File: config.mk
export PLATFORM = sky130hd
export DESIGN_NAME = regfile_arbiter
export DESIGN_NICKNAME = d
export VERILOG_FILES = /design/src/rtl/regfile_arbiter.sv
export SDC_FILE = /design/constraint.sdc
export NUM_CORES = 1
export LEC_CHECK = 0
export ABC_AREA = 1
export BUFFER_PORTS_ARGS = -buffer_cell sky130_fd_sc_hd__buf_4
export CELL_PAD_IN_SITES_DETAIL_PLACEMENT = 2
export CELL_PAD_IN_SITES_GLOBAL_PLACEMENT = 2
export CORE_UTILIZATION = 26
export CTS_CLUSTER_DIAMETER = 80
export DETAILED_ROUTE_END_ITERATION = 7
export HOLD_SLACK_MARGIN = 0.12
export PLACE_DENSITY_LB_ADDON = 0.1
export SLEW_MARGIN = 20
export SYNTH_ARGS = -nofsm -noshare
export SYNTH_HDL_FRONTEND = slang
export SYNTH_SLANG_ARGS = --single-unit
File: constraint.sdc
create_clock -name clock -period 1.9 [get_ports clock]
set_clock_uncertainty 0.15 [all_clocks]
set_input_delay 0.19 -clock clock [delete_from_list [all_inputs] [get_ports clock]]
set_output_delay 0.19 -clock clock [all_outputs]
set_load 0.02 [all_outputs]
File: src/rtl/regfile_arbiter.sv
// Shares the single-port register file between host (req 0) and engine (req 1).
// Round-robin grants, host lock for atomic RMW, registered read return.
module regfile_arbiter #(
  parameter int DATA_WIDTH = 24,
  parameter int Addr_Depth = 12
) (
  input  logic                  clock,
  input  logic                  rst_n,
  input  logic                  h_req,
  input  logic                  h_we,
  input  logic [Addr_Depth-1:0] h_addr,
  input  logic [DATA_WIDTH-1:0] h_wdata,
  input  logic                  h_lock,
  output logic                  h_gnt,
  output logic                  h_rvalid,
  output logic [DATA_WIDTH-1:0] h_rdata,
  input  logic                  e_req,
  input  logic                  e_we,
  input  logic [Addr_Depth-1:0] e_addr,
  input  logic [DATA_WIDTH-1:0] e_wdata,
  output logic                  e_gnt,
  output logic                  e_rvalid,
  output logic [DATA_WIDTH-1:0] e_rdata,
  output logic [Addr_Depth-1:0] rf_address,
  output logic                  rf_en_write,
  output logic                  rf_en_read,
  output logic [DATA_WIDTH-1:0] rf_data_in,
  input  logic [DATA_WIDTH-1:0] rf_data_out,
  input  logic                  rf_control_reg,
  output logic                  engine_run
);

  logic h_gnt_q, h_gnt_d;
  logic e_gnt_q, e_gnt_d;
  logic last_eng_q, last_eng_d;
  logic lock_q, lock_d;
  logic en_rd_q, en_rd_d;
  logic en_wr_q, en_wr_d;
  logic [Addr_Depth-1:0] addr_q, addr_d;
  logic [DATA_WIDTH-1:0] wdat_q, wdat_d;
  logic tag1_q, tag1_d;
  logic vld2_q, vld2_d;
  logic tag2_q, tag2_d;
  logic h_rv_q, h_rv_d;
  logic e_rv_q, e_rv_d;
  logic [DATA_WIDTH-1:0] h_rd_q, h_rd_d;
  logic [DATA_WIDTH-1:0] e_rd_q, e_rd_d;
  logic run_q;
  logic h_elig, e_elig;

  always_comb begin
    h_elig = h_req & ~h_gnt_q;
    // lock releases on the same edge h_lock drops
    e_elig = e_req & ~e_gnt_q & ~(lock_q & h_lock);
    h_gnt_d = h_elig & (~e_elig | last_eng_q);
    e_gnt_d = e_elig & ~h_gnt_d;
    last_eng_d = last_eng_q;
    lock_d = h_lock & (lock_q | h_gnt_d);
    en_rd_d = 1'b0;
    en_wr_d = 1'b0;
    addr_d = addr_q;
    wdat_d = wdat_q;
    unique case (1'b1)
      h_gnt_d: begin
        last_eng_d = 1'b0;
        en_rd_d = ~h_we;
        en_wr_d = h_we;
        addr_d = h_addr;
        wdat_d = h_wdata;
      end
      e_gnt_d: begin
        last_eng_d = 1'b1;
        en_rd_d = ~e_we;
        en_wr_d = e_we;
        addr_d = e_addr;
        wdat_d = e_wdata;
      end
      default: ;
    endcase
    tag1_d = e_gnt_d;
    vld2_d = en_rd_q;
    tag2_d = tag1_q;
    // data bus is only sampled when a read is due
    h_rv_d = vld2_q & ~tag2_q;
    e_rv_d = vld2_q & tag2_q;
    h_rd_d = h_rv_d ? rf_data_out : h_rd_q;
    e_rd_d = e_rv_d ? rf_data_out : e_rd_q;
  end

  always_ff @(posedge clock or negedge rst_n) begin
    if (!rst_n) begin
      h_gnt_q    <= 1'b0;
      e_gnt_q    <= 1'b0;
      last_eng_q <= 1'b1;
      lock_q     <= 1'b0;
      en_rd_q    <= 1'b0;
      en_wr_q    <= 1'b0;
      addr_q     <= '0;
      wdat_q     <= '0;
      tag1_q     <= 1'b0;
      vld2_q     <= 1'b0;
      tag2_q     <= 1'b0;
      h_rv_q     <= 1'b0;
      e_rv_q     <= 1'b0;
      h_rd_q     <= '0;
      e_rd_q     <= '0;
      run_q      <= 1'b0;
    end else begin
      h_gnt_q    <= h_gnt_d;
      e_gnt_q    <= e_gnt_d;
      last_eng_q <= last_eng_d;
      lock_q     <= lock_d;
      en_rd_q    <= en_rd_d;
      en_wr_q    <= en_wr_d;
      addr_q     <= addr_d;
      wdat_q     <= wdat_d;
      tag1_q     <= tag1_d;
      vld2_q     <= vld2_d;
      tag2_q     <= tag2_d;
      h_rv_q     <= h_rv_d;
      e_rv_q     <= e_rv_d;
      h_rd_q     <= h_rd_d;
      e_rd_q     <= e_rd_d;
      run_q      <= rf_control_reg;
    end
  end

  assign h_gnt       = h_gnt_q;
  assign e_gnt       = e_gnt_q;
  assign h_rvalid    = h_rv_q;
  assign e_rvalid    = e_rv_q;
  assign h_rdata     = h_rd_q;
  assign e_rdata     = e_rd_q;
  assign rf_address  = addr_q;
  assign rf_en_write = en_wr_q;
  assign rf_en_read  = en_rd_q;
  assign rf_data_in  = wdat_q;
  assign engine_run  = run_q;

endmodule

==> impl_results.md <==
- Placed inst area: 6018 um^2
- Post-synth EDFFs: 0
- Final Cycle Share: 0.9017
- Critical path arrival: 1.77 ns
- Clock Sinks: 95
- CTS tree: built
- Placement row count: 46
- Antenna fix cells: 0
- Sequential share of the synthesized area: 0.5523
- Largest net degree at the start of global routing: 40
- Via count: 4627
- CP endpoint kind: flop
- CTS Root Cell: clkbuf_16
- Max-slew violation count: 0
- DRC: 0
- Yosys warns: 0
- Skew-Pair Late Insertion Delay: 0.35 ns
- Status: finished, violations left
- Synth Area per Inst: 8.683 um^2
- Pre-Repair DR Iteration Count: 4
- CP max FO: 19
- Total GRT Usage: 0.2144
- Starting Density: 0.2692
- Net Count, Synth: 600
- RSZ-0062 raised after global routing: no
- F_max: 583.7 MHz
- Vias per cell: 4.595
- Post-synth ARST share: 1.000
- # fillers: 1747
- CORE AREA: 16000 um^2
- HPWL after DPL: 11160 um
- IO Port Bufs: 194
- H-Tree Depth: 3
- Synth-to-Final Area Change: 71.09%
- Max transition margin: 0.6217
- Layout cell share with drive strength beyond 1: 0.3009
- Pleak: 3.776 nW
- Routed WL: 18230 um
- Yosys reg bits: 95
- HP Class: primary input to flop
- Commonest non-fill, non-tap cell in the layout: buf_4
- Maxcap violations: 0
- Nets: 890
- Slew @ Worst Pin: 0.5661 ns
- Most used flip-flop cell after synthesis: dfrtp_1
- Synth unique cells: 20
- CTS Buffer Depth: 2
- Initial antenna violation count: 0
- Pwr dens: 1284 nW/um^2
- Final setup violation count: 0
- Power, Total: 9.461 mW
- Mapped cell area: 4307 um^2
- Setup TNS: 0 ns
- Most frequent cells in the layout: buf_4 (206), nand2_1 (130), dlygate4sd3_1 (100)
- GRT overflow: 0
- Routed WL per cell: 18.10 um
- Worst-path clk slew: 0.06 ns
- DIE AREA: 17080 um^2
- Iteration-0 DRC Markers: 93
- Hold_buf cts: 100
- Tmin final: 1.713 ns
- Num CTS Buffers: 9
- Chip height: 130.7 um
- Hold WS: -0.06930 ns
- Crit Path Class: flop to flop
- Worst setup SP type: flop
- I/O pins: 195
- Antenna-violating nets left: 0
- Violated checks: hold timing
- Worst vdd ir: 466.9 uV
- Die W: 130.7 um
- GPL Wtd Cong: 0.7048
- Synthesized instance count: 496
- First-pass GRT wire length: 27710 um
- Fin. Hold Viols: 1
- Vias in the first global route: 5313
- Req. time, crit path: 1.96 ns
- Post-route cell area: 7368 um^2
[per-layer routing]
metal | GRT usage | part of all wire | vias up | wire (um)
met5 | 0 | 0 | - | 0
met4 | 0.07843 | 0.015 | 0 | 273
met3 | 0.04112 | 0.049 | 20 | 892
met2 | 0.4006 | 0.53 | 131 | 9650
met1 | 0.2404 | 0.41 | 2298 | 7414
li1 | - | - | 2178 | -
[worst max-delay path: stages (launching register included)]
cell and delay [ns]:
dfrtp_1 0.37, nand2_1 0.13, inv_1 0.09, nor2_4 0.15, buf_12 0.19, o21ai_4 0.13, buf_12 0.18, nand2_1 0.09
nand3_1 0.09
[power by group]
group	switching [mW]	internal, mW	total, mW
Sequential	0.492	2.82	3.31
Clock	0.812	1.03	1.84
Combinational	2.53	1.78	4.31
[path summary, 6_finish.rpt]
path	cells past startpoint	slack, ns	from	end
setup / recovery	8	0.19	lock_q$_DFF_PN0_	rf_data_in[11]$_DFFE_PN0P_
hold / removal	3	-0.07	h_lock	lock_q$_DFF_PN0_
setup reg to reg	8	0.19	lock_q$_DFF_PN0_	rf_data_in[11]$_DFFE_PN0P_
hold reg to reg	0	0.23	rf_en_read$_DFF_PN0_	vld2_q$_DFF_PN0_
max in group asynchronous	3	0.82	rst_n	h_gnt$_DFF_PN0_
min in group asynchronous	2	0.21	rst_n	h_rdata[12]$_DFFE_PN0P_
[cells by family after synthesis]
kind of cell / count (synthesis) / synth area share
simple gates: 172 / 0.1668
buf+inv: 106 / 0.1162
compound gates: 123 / 0.1647
flops: 95 / 0.5523
[cell usage after synthesis, types with 2 or more instances]
cell type | number | share of area
inv_2 | 2 | 0.0017
buf_6 | 12 | 0.031
clkbuf_1 | 15 | 0.013
dfrtp_1 | 94 | 0.55
o211ai_1 | 36 | 0.063
o21ai_0 | 50 | 0.058
a21oi_1 | 36 | 0.042
nand3_1 | 36 | 0.042
inv_1 | 68 | 0.059
nor2_4 | 2 | 0.0052
nand2_1 | 130 | 0.11
buf_2 | 7 | 0.0081
[registers in the layout, indices dropped and copies added (netlist names), 12 cells and up]
| signal | flops |
|---|---|
| e_rdata | 24 |
| h_rdata | 24 |
| rf_data_in | 24 |
| rf_address | 12 |
[cell type report]
| class | instances | area (um^2) | area share |
|---|---|---|---|
| clock buffers | 10 | 229.0 | 0.03107 |
| clock inverters | 6 | 68.82 | 0.009339 |
| inverters | 70 | 262.8 | 0.03566 |
| multi-input cells | 296 | 1446 | 0.1963 |
| flip-flops and latches | 95 | 2379 | 0.3228 |
| well taps | 216 | 270.3 | 0.03668 |
| repair buffers | 314 | 2713 | 0.3681 |
[stage by stage]
stage / worst slack [ns] / instances / util
after floorplan: 0.3858 / 496 / -
after global placement: 0.1326 / 887 / 0.3761
after detailed placement: 0.04477 / 887 / 0.3761
after CTS: 0.02280 / 1003 / 0.4573
after global routing: 0.06665 / 1007 / 0.4605
final: 0.1867 / 1007 / 0.4605
[repair_timing]
action                                 4_1_cts  5_1_grt
endpoints found under the hold margin      183        1
setup buffers                                0        2
setup endpoints to repair                    0       33
resized for setup                            0        1
Power figures use the tool's default switching activity.
